**src/rtl/temporal_encoder_pkg.sv**
```systemverilog
// Shared constants, state encoding and sizing helper for the temporal n-gram encoder.
package temporal_encoder_pkg;

    localparam int unsigned HV_DIMENSION_DEF = 8;
    localparam int unsigned NGRAM_SIZE_DEF   = 3;

    // Smallest r with 2**r >= v; sizes the fill counter to hold 0..NGRAM_SIZE.
    function automatic int unsigned ceil_log2(input int unsigned v);
        int unsigned r;
        r = 0;
        while ((32'd1 << r) < v) r = r + 1;
        return r;
    endfunction

    typedef enum logic [1:0] {
        ST_IDLE          = 2'd0,
        ST_COMPUTE       = 2'd1,
        ST_OUTPUT_STABLE = 2'd2
    } state_e;

endpackage

```
**src/rtl/temporal_encoder_hv_rotate.sv**
```systemverilog
// Combinational cyclic rotation rho^SHIFT: bit k moves to bit (k+SHIFT) mod HV_DIMENSION.
module hv_rotate #(
    parameter int unsigned HV_DIMENSION = 8,
    parameter int unsigned SHIFT        = 0
) (
    input  logic [0:HV_DIMENSION-1] Hv_DI,
    output logic [0:HV_DIMENSION-1] Hv_DO
);

    for (genvar k = 0; k < HV_DIMENSION; k++) begin : g_bit
        assign Hv_DO[(k + SHIFT) % HV_DIMENSION] = Hv_DI[k];
    end

endmodule

```
**src/rtl/temporal_encoder.sv**
```systemverilog
// Temporal n-gram encoder: binds the last NGRAM_SIZE spatial hypervectors by rotate+XOR.
// TEMPORAL_SLIDING_EN defined selects sliding windows; undefined gives non-overlapping windows.
module temporal_encoder
    import temporal_encoder_pkg::*;
#(
    parameter int unsigned HV_DIMENSION = HV_DIMENSION_DEF,
    parameter int unsigned NGRAM_SIZE   = NGRAM_SIZE_DEF
) (
    input  logic                    Clk_CI,
    input  logic                    Reset_RI,
    input  logic                    ValidIn_SI,
    output logic                    ReadyOut_SO,
    input  logic                    FlushIn_SI,
    input  logic [0:HV_DIMENSION-1] HypervectorIn_DI,
    output logic                    ValidOut_SO,
    input  logic                    ReadyIn_SI,
    output logic [0:HV_DIMENSION-1] HypervectorOut_DO
);

    localparam int unsigned FILL_W = ceil_log2(NGRAM_SIZE + 1);

    state_e                    state_q;
    logic                      ready_q;
    logic                      valid_q;
    logic [0:HV_DIMENSION-1]   out_q;
    logic [FILL_W-1:0]         fill_q;
    logic [0:HV_DIMENSION-1]   hist_q [NGRAM_SIZE];
    logic [0:HV_DIMENSION-1]   rot    [NGRAM_SIZE];
    logic [0:HV_DIMENSION-1]   ngram_d;

    // hist_q[0] is the newest input and is rotated by its age.
    for (genvar i = 0; i < NGRAM_SIZE; i++) begin : g_rot
        hv_rotate #(
            .HV_DIMENSION (HV_DIMENSION),
            .SHIFT        (i)
        ) u_rot (
            .Hv_DI (hist_q[i]),
            .Hv_DO (rot[i])
        );
    end

    always_comb begin
        ngram_d = '0;
        for (int i = 0; i < NGRAM_SIZE; i++) ngram_d = ngram_d ^ rot[i];
    end

    always_ff @(posedge Clk_CI or posedge Reset_RI) begin
        if (Reset_RI) begin
            state_q <= ST_IDLE;
            ready_q <= 1'b1;
            valid_q <= 1'b0;
            out_q   <= '0;
            fill_q  <= '0;
            for (int i = 0; i < NGRAM_SIZE; i++) hist_q[i] <= '0;
        end else begin
            case (state_q)
                ST_IDLE: begin
                    if (ValidIn_SI) begin
                        // A simultaneous flush empties the window before this input lands.
                        hist_q[0] <= HypervectorIn_DI;
                        for (int i = 1; i < NGRAM_SIZE; i++)
                            hist_q[i] <= FlushIn_SI ? '0 : hist_q[i-1];
                        if (FlushIn_SI)
                            fill_q <= FILL_W'(1);
                        else if (fill_q != FILL_W'(NGRAM_SIZE))
                            fill_q <= fill_q + FILL_W'(1);
                        state_q <= ST_COMPUTE;
                        ready_q <= 1'b0;
                    end else if (FlushIn_SI) begin
                        fill_q <= '0;
                        for (int i = 0; i < NGRAM_SIZE; i++) hist_q[i] <= '0;
                    end
                end
                ST_COMPUTE: begin
                    if (fill_q == FILL_W'(NGRAM_SIZE)) begin
                        out_q   <= ngram_d;
                        valid_q <= 1'b1;
                        state_q <= ST_OUTPUT_STABLE;
                    end else begin
                        ready_q <= 1'b1;
                        state_q <= ST_IDLE;
                    end
                end
                ST_OUTPUT_STABLE: begin
                    if (ReadyIn_SI) begin
                        valid_q <= 1'b0;
                        ready_q <= 1'b1;
                        state_q <= ST_IDLE;
`ifndef TEMPORAL_SLIDING_EN
                        fill_q  <= '0;
                        for (int i = 0; i < NGRAM_SIZE; i++) hist_q[i] <= '0;
`endif
                    end
                end
                default: begin
                    state_q <= ST_IDLE;
                    ready_q <= 1'b1;
                    valid_q <= 1'b0;
                end
            endcase
        end
    end

    assign ReadyOut_SO       = ready_q;
    assign ValidOut_SO       = valid_q;
    assign HypervectorOut_DO = out_q;

endmodule

```
**config.mk**
```make
export PLATFORM = sky130hd
export DESIGN_NAME = temporal_encoder
export DESIGN_NICKNAME = d
export VERILOG_FILES = /design/src/rtl/temporal_encoder_pkg.sv /design/src/rtl/temporal_encoder_hv_rotate.sv /design/src/rtl/temporal_encoder.sv
export SDC_FILE = /design/constraint.sdc
export NUM_CORES = 1
export LEC_CHECK = 0
export ABC_AREA = 1
export BUFFER_PORTS_ARGS = -buffer_cell sky130_fd_sc_hd__buf_2
export CAP_MARGIN = 20
export CORE_UTILIZATION = 45
export CTS_BUF_LIST = sky130_fd_sc_hd__clkbuf_2
export DETAILED_ROUTE_END_ITERATION = 10
export GPL_ROUTABILITY_DRIVEN = 0
export HOLD_SLACK_MARGIN = 0.03
export PLACE_DENSITY_LB_ADDON = 0.3
export SLEW_MARGIN = 20
export SYNTH_ARGS = -nofsm -noshare
export SYNTH_HDL_FRONTEND = slang
export SYNTH_SLANG_ARGS = --single-unit
```
**constraint.sdc**
```tcl
create_clock -name Clk_CI -period 1.85 [get_ports Clk_CI]
set_clock_uncertainty 0.1 [all_clocks]
set_input_delay 0.185 -clock Clk_CI [delete_from_list [all_inputs] [get_ports Clk_CI]]
set_output_delay 0.185 -clock Clk_CI [all_outputs]
set_load 0.1 [all_outputs]
```
==> results.json, run 1 <==
{
  "grt_pass1_vias": 1524,
  "yosysSeqAreaShare_pct": 49.3,
  "netlist-cell-type-count": 23,
  "die_h_um": 67.5,
  "power.density_nw_per_um2": 1040,
  "synthFlopType": "dfrtp_1",
  "clock-sinks": 38,
  "tritoncts": "yes",
  "finalNonFillerCells": 321,
  "portBuffers": 22,
  "maxCapViolCount": 0,
  "slew_headroom_pct": 67.8,
  "worstSetupPathType": "flop to output pin",
  "p_leak_nw": 1.14,
  "timing_hold_violations_final": 0,
  "ff2ff_path_depth": 3,
  "p_sw_share_pct": 46.8,
  "dpl_worst_slack_ns": 0.398,
  "clkPwrFrac_pct": 15.7,
  "post-route-util_pct": 54.1,
  "stdcell_area_um2": 2190,
  "pin_count": 23,
  "placed_area_um2": 2050,
  "critPathCapture": "ReadyOut_SO",
  "fin_hold_ws_ns": 0.0899,
  "diodes": 0,
  "arrival_ns": 1.37,
  "routed_wl_mm": 3.77,
  "fmax_ghz": 0.603,
  "dpl.cell_count": 303,
  "ctsResizeCount": 0,
  "cts-root-buf": "clkbuf_2",
  "hp-class": "input pin to flop",
  "drtPass1Iterations": 4,
  "die_area_um2": 4560,
  "syn_avg_cell_area_um2": 8.08,
  "crit_fanout": 2,
  "fin_nets": 285,
  "setup.worst_path.start_class": "flop",
  "intPower_mw": 1.22,
  "drtIter0Drc": 62,
  "final-setup-viol-count": 0,
  "dieWidth_um": 67.5,
  "synth_edf_count": 0,
  "place_hpwl_mm": 2.53,
  "finalCritPeriodShare_pct": 89.7,
  "clk-insertion-delay-late_ns": 0.39,
  "postRouteAntennaNets": 0,
  "r2r-start": "state_q[1]$_DFFE_PP0P_",
  "netlist_area_um2": 1930,
  "irDropWorstVdd_v": 0.000455,
  "r2r_slack_ns": 0.36,
  "cp-startpoint": "ReadyOut_SO$_DFFE_PP1P_",
  "clkTransAtPathRegs_ns": 0.20,
  "synth_fp_nets": 254,
  "required_ns": 1.56,
  "antenna_found_initial": 0,
  "p_comb_share_pct": 39.2,
  "htreeDepth": 2,
  "slew_violations": 0,
  "grt_start_max_net_pins": 49,
  "std_cell_rows": 23,
  "routedWlPerCell_um": 11.7,
  "ys_seq_elements": 38,
  "vias_per_cell": 4.89,
  "async_flop_share_pct": 100,
  "synthCells": 239,
  "cts_buffers": 5,
  "status": "complete, no violations",
  "track_usage_pct": 19.6,
  "reg2reg_to": "hist_q[2]$_DFFE_PP0P_",
  "grt-ovfl-total": 0,
  "endpoint_kind": "output pin",
  "cp_num_buf_inv": 1,
  "synth_warnings": 0,
  "vias": 1570,
  "initial_core_util_pct": 47.6,
  "setup_tns_ns": 0,
  "layout-drive-gt1-share_pct": 19.2,
  "seqPwrFrac_pct": 45.1,
  "critPathTopFamily": "flip-flops",
  "p_switching_mw": 1.07,
  "drc": 0,
  "critPathMaxStageDelay_ns": 0.57,
  "slowest_stage": "dfstp_2",
  "finalPower_mw": 2.29,
  "tightest_slew_ns": 0.483,
  "rsz0062_at_grt": "false",
  "worst_slack_ns": 0.191,
  "min_period_ns": 1.66,
  "clock_path_buffers": 2,
  "area_delta_synth_final_pct": 13.5,
  "path_depth": 1,
  "worstPathCellList": "buf_2",
  "grt_first_pass_wirelength_mm": 6.72,
  "core-area_um2": 4060
}
==> final cells by class <==
class,instances,area [µm²]
multi-input combinational,170,820
fill,394,1860
clock inverter,2,8.76
timing repair buffer,35,245
inverter,20,75.1
tap,50,62.6
clock buffer,6,30.0
sequential,38,952
==> how the worst min path moves through the flow <==
stage | startpoint | to | slack [ns] | cells after the start
after floorplan | HypervectorIn_DI[7] | hist_q[16]$_DFFE_PP0P_ | 0.25 | 2
after global placement | Reset_RI | state_q[1]$_DFFE_PP0P_ | 0.23 | 3
after detailed placement | Reset_RI | HypervectorOut_DO[3]$_DFFE_PP0P_ | 0.23 | 3
after CTS | ValidIn_SI | hist_q[22]$_DFFE_PP0P_ | 0.08 | 3
after global routing | ValidIn_SI | hist_q[23]$_DFFE_PP0P_ | 0.10 | 3
final | ValidIn_SI | hist_q[22]$_DFFE_PP0P_ | 0.09 | 3
==> cell families after synthesis <==
family | after synthesis | synth area share [%]
simple gates | 140 | 33.1
flops | 38 | 49.3
buf+inv | 31 | 8.29
compound gates | 28 | 8.03
fa+ha+maj | 2 | 1.30
==> sequential cells by signal, summed over array words and instances, names as in the netlist <==
name and flops:
hist_q 24, HypervectorOut_DO 8, fill_q 2, state_q 2, ReadyOut_SO 1, ValidOut_SO 1
==> cell usage after synthesis, types with 2 or more instances <==
cell | instances | area [µm²]
buf_4 | 2 | 15.0
buf_2 | 2 | 10.0
o21ai_2 | 4 | 35.0
nand2_1 | 74 | 278
buf_6 | 3 | 33.8
o21ai_0 | 17 | 85.1
or2_2 | 8 | 50.1
inv_1 | 19 | 71.3
nor2_1 | 7 | 26.3
ha_1 | 2 | 25.0
dfrtp_1 | 37 | 926
nand3_1 | 44 | 220
o21ai_1 | 7 | 35.0
clkbuf_1 | 3 | 11.3
nand2_2 | 2 | 12.5
==> placed cells by master, fill, tap and decap left out <==
master         count
o21ai_1            7
nor2_2             1
o21ai_0           17
nor2_1             7
dfrtp_1           37
inv_2              1
ha_1               2
dlygate4sd3_1     10
clkbuf_2           6
buf_2             22
clkinv_2           1
nand3_1           44
inv_1             19
buf_4              2
nand3_4            1
nand3_2            1
or2_2              8
clkinv_1           1
o21ai_2            4
nor2_4             1
buf_12             1
nand2_2            2
dfstp_2            1
nand2_1           74
nand3b_1           1
==> routing by layer <==
layer | up-vias | GRT usage [%] | wire, µm
met5 | - | 0 | 0
met4 | 0 | 7.71 | 41
met3 | 5 | 4.05 | 122
met2 | 22 | 30.6 | 1680
met1 | 706 | 26.5 | 1920
li1 | 837 | - | -
==> power by group through the flow <==
stage	combinational (mW)	clock [mW]	sequential [mW]
floorplan	0.255	0	1.54
global placement	0.884	0	1.05
detailed placement	0.889	0	1.05
CTS	0.906	0.379	1.03
global route	0.964	0.399	1.05
finish	0.898	0.360	1.03
==> what timing repair did <==
action	in CTS	in global routing
hold buffers	10	0
hold endpoints to repair	46	0
buffers inserted	0	0
==> tightest hold or removal path, stage by stage <==
cell and delay [ns]:
buf_2 0.19, nand3_1 0.13, o21ai_2 0.06
Note: power is estimated with default switching activity, not from simulation.
==> run 2: changes to the inputs <==
--- a/config.mk
+++ b/config.mk
@@ -8,12 +8,15 @@
 export ABC_AREA = 1
 export BUFFER_PORTS_ARGS = -buffer_cell sky130_fd_sc_hd__buf_2
 export CAP_MARGIN = 20
-export CORE_UTILIZATION = 45
+export CELL_PAD_IN_SITES_DETAIL_PLACEMENT = 0
+export CELL_PAD_IN_SITES_GLOBAL_PLACEMENT = 1
+export CORE_UTILIZATION = 44
 export CTS_BUF_LIST = sky130_fd_sc_hd__clkbuf_2
 export DETAILED_ROUTE_END_ITERATION = 10
 export GPL_ROUTABILITY_DRIVEN = 0
 export HOLD_SLACK_MARGIN = 0.03
 export PLACE_DENSITY_LB_ADDON = 0.3
+export RECOVER_POWER = 50
 export SLEW_MARGIN = 20
 export SYNTH_ARGS = -nofsm -noshare
 export SYNTH_HDL_FRONTEND = slang
==> results.json, run 2 (synthesis results as in run 1) <==
{
  "ff2ff_path_depth": 6,
  "slew_violations": 0,
  "htreeDepth": 2,
  "cts_buffers": 5,
  "tightest_slew_ns": 0.939,
  "endpoint_kind": "output pin",
  "drc": 0,
  "track_usage_pct": 18.6,
  "reg2reg_to": "hist_q[2]$_DFFE_PP0P_",
  "dieWidth_um": 68.3,
  "fmax_ghz": 0.607,
  "clkTransAtPathRegs_ns": 0.18,
  "cp-startpoint": "ReadyOut_SO$_DFFE_PP1P_",
  "critPathTopFamily": "flip-flops",
  "drtPass1Iterations": 4,
  "worstSetupPathType": "flop to output pin",
  "slew_headroom_pct": 37.4,
  "cp_num_buf_inv": 1,
  "slowest_stage": "dfstp_2",
  "clock-sinks": 38,
  "power.density_nw_per_um2": 1050,
  "finalNonFillerCells": 321,
  "largest-register": "hist_q",
  "seqPwrFrac_pct": 44.8,
  "path_depth": 1,
  "finalCritPeriodShare_pct": 89.0,
  "hp-class": "input pin to flop",
  "postRouteAntennaNets": 0,
  "timing_hold_violations_final": 0,
  "clkPwrFrac_pct": 16.1,
  "critPathCapture": "ReadyOut_SO",
  "die_h_um": 68.3,
  "nFillCells": 413,
  "dpl.cell_count": 303,
  "rsz0062_at_grt": "false",
  "worstPathCellList": "buf_2",
  "intPower_mw": 1.22,
  "crit_fanout": 2,
  "largest_reg_flops": 24,
  "setup.worst_path.start_class": "flop",
  "die_area_um2": 4660,
  "core-area_um2": 4120,
  "clock_path_buffers": 2,
  "p_sw_share_pct": 46.8,
  "arrival_ns": 1.36,
  "status": "complete, no violations",
  "required_ns": 1.56,
  "p_switching_mw": 1.07,
  "std_cell_rows": 23,
  "drtIter0Drc": 118,
  "vias": 1533,
  "setup_tns_ns": 0,
  "initial_core_util_pct": 46.9,
  "min_period_ns": 1.65,
  "area_delta_synth_final_pct": 13.3,
  "antenna_found_initial": 0,
  "layout-drive-gt1-share_pct": 18.8,
  "p_comb_share_pct": 39.1,
  "diodes": 0,
  "grt_first_pass_wirelength_mm": 6.22,
  "maxCapViolCount": 0,
  "grt-ovfl-total": 0,
  "r2r_slack_ns": 0.40,
  "fin_hold_ws_ns": 0.0626,
  "cts-root-buf": "clkbuf_2",
  "final_common_cell": "nand2_1",
  "critPathMaxStageDelay_ns": 0.56,
  "place_hpwl_mm": 2.41,
  "final-setup-viol-count": 0,
  "tritoncts": "yes",
  "layout_common_cells": "nand2_1, nand3_1, dfrtp_1",
  "grt_start_max_net_pins": 49,
  "grt_pass1_vias": 1401,
  "clk-insertion-delay-late_ns": 0.39,
  "routed_wl_mm": 3.75,
  "r2r-start": "state_q[1]$_DFFE_PP0P_",
  "routedWlPerCell_um": 11.7,
  "irDropWorstVdd_v": 0.000466,
  "vias_per_cell": 4.78,
  "p_leak_nw": 1.14,
  "pin_count": 23,
  "fin_nets": 285,
  "portBuffers": 22
}
-- run 2: cell types whose count changed in the layout (fill, tap and decap cells not counted) --
cell	previous run	this run
buf_4	2	1
nor2_2	1	0
nor2_1	7	8
clkbuf_2	6	7
-- run 2: metrics by stage --
| stage | power, mW | setup WS [ns] | utilization [%] | instance area [µm²] |
|---|---|---|---|---|
| final | 2.29 | 0.203 | 53.2 | 2190 |
| after global routing | 2.43 | 0.128 | 53.2 | 2190 |
| after CTS | 2.31 | 0.187 | 53.3 | 2190 |
| after detailed placement | 1.93 | 0.416 | 49.9 | 2050 |
| after global placement | 1.93 | 0.431 | 49.9 | 2050 |
| after floorplan | 1.79 | 0.524 | - | 1930 |
-- run 2: power by group through the flow --
stage / clock network (mW) / registers, mW / logic (mW)
2_1_floorplan: 0 / 1.54 / 0.255
3_3_place_gp: 0 / 1.04 / 0.883
3_5_place_dp: 0 / 1.05 / 0.884
4_1_cts: 0.382 / 1.03 / 0.901
5_1_grt: 0.419 / 1.05 / 0.964
6_report: 0.368 / 1.03 / 0.894
-- run 2: how the worst min path moves through the flow --
stage / startpoint / cells after the start / endpoint / slack, ns
6_report: ValidIn_SI / 3 / hist_q[16]$_DFFE_PP0P_ / 0.06
5_1_grt: ValidIn_SI / 3 / hist_q[21]$_DFFE_PP0P_ / 0.04
4_1_cts: ValidIn_SI / 3 / hist_q[16]$_DFFE_PP0P_ / 0.04
3_5_place_dp: Reset_RI / 3 / ValidOut_SO$_DFFE_PP0P_ / 0.23
3_3_place_gp: Reset_RI / 3 / state_q[1]$_DFFE_PP0P_ / 0.23
2_1_floorplan: HypervectorIn_DI[7] / 2 / hist_q[16]$_DFFE_PP0P_ / 0.25
-- run 2: area by class of cell --
type / instances / area [µm²] / area share (%)
multi-input combinational: 170 / 817 / 37.3
clock inverter: 2 / 8.76 / 0.400
clock buffer: 6 / 30.0 / 1.37
timing repair buffer: 35 / 243 / 11.1
tap: 50 / 62.6 / 2.86
sequential: 38 / 952 / 43.5
inverter: 20 / 75.1 / 3.43
-- run 2: routing by layer --
| metal | wire length [µm] | up-vias | track usage (%) |
|---|---|---|---|
| li1 | - | 830 | - |
| met1 | 1990 | 676 | 25.1 |
| met2 | 1590 | 21 | 28.3 |
| met3 | 108 | 6 | 5.00 |
| met4 | 59 | 0 | 7.03 |
| met5 | 0 | - | 0 |
-- run 2: what timing repair did --
action | in CTS | in global routing
hold endpoints to repair | 46 | 0
setup endpoints to repair | 0 | 0
setup buffers | 0 | 0
hold buffers | 10 | 0
gates resized for setup | 0 | 0
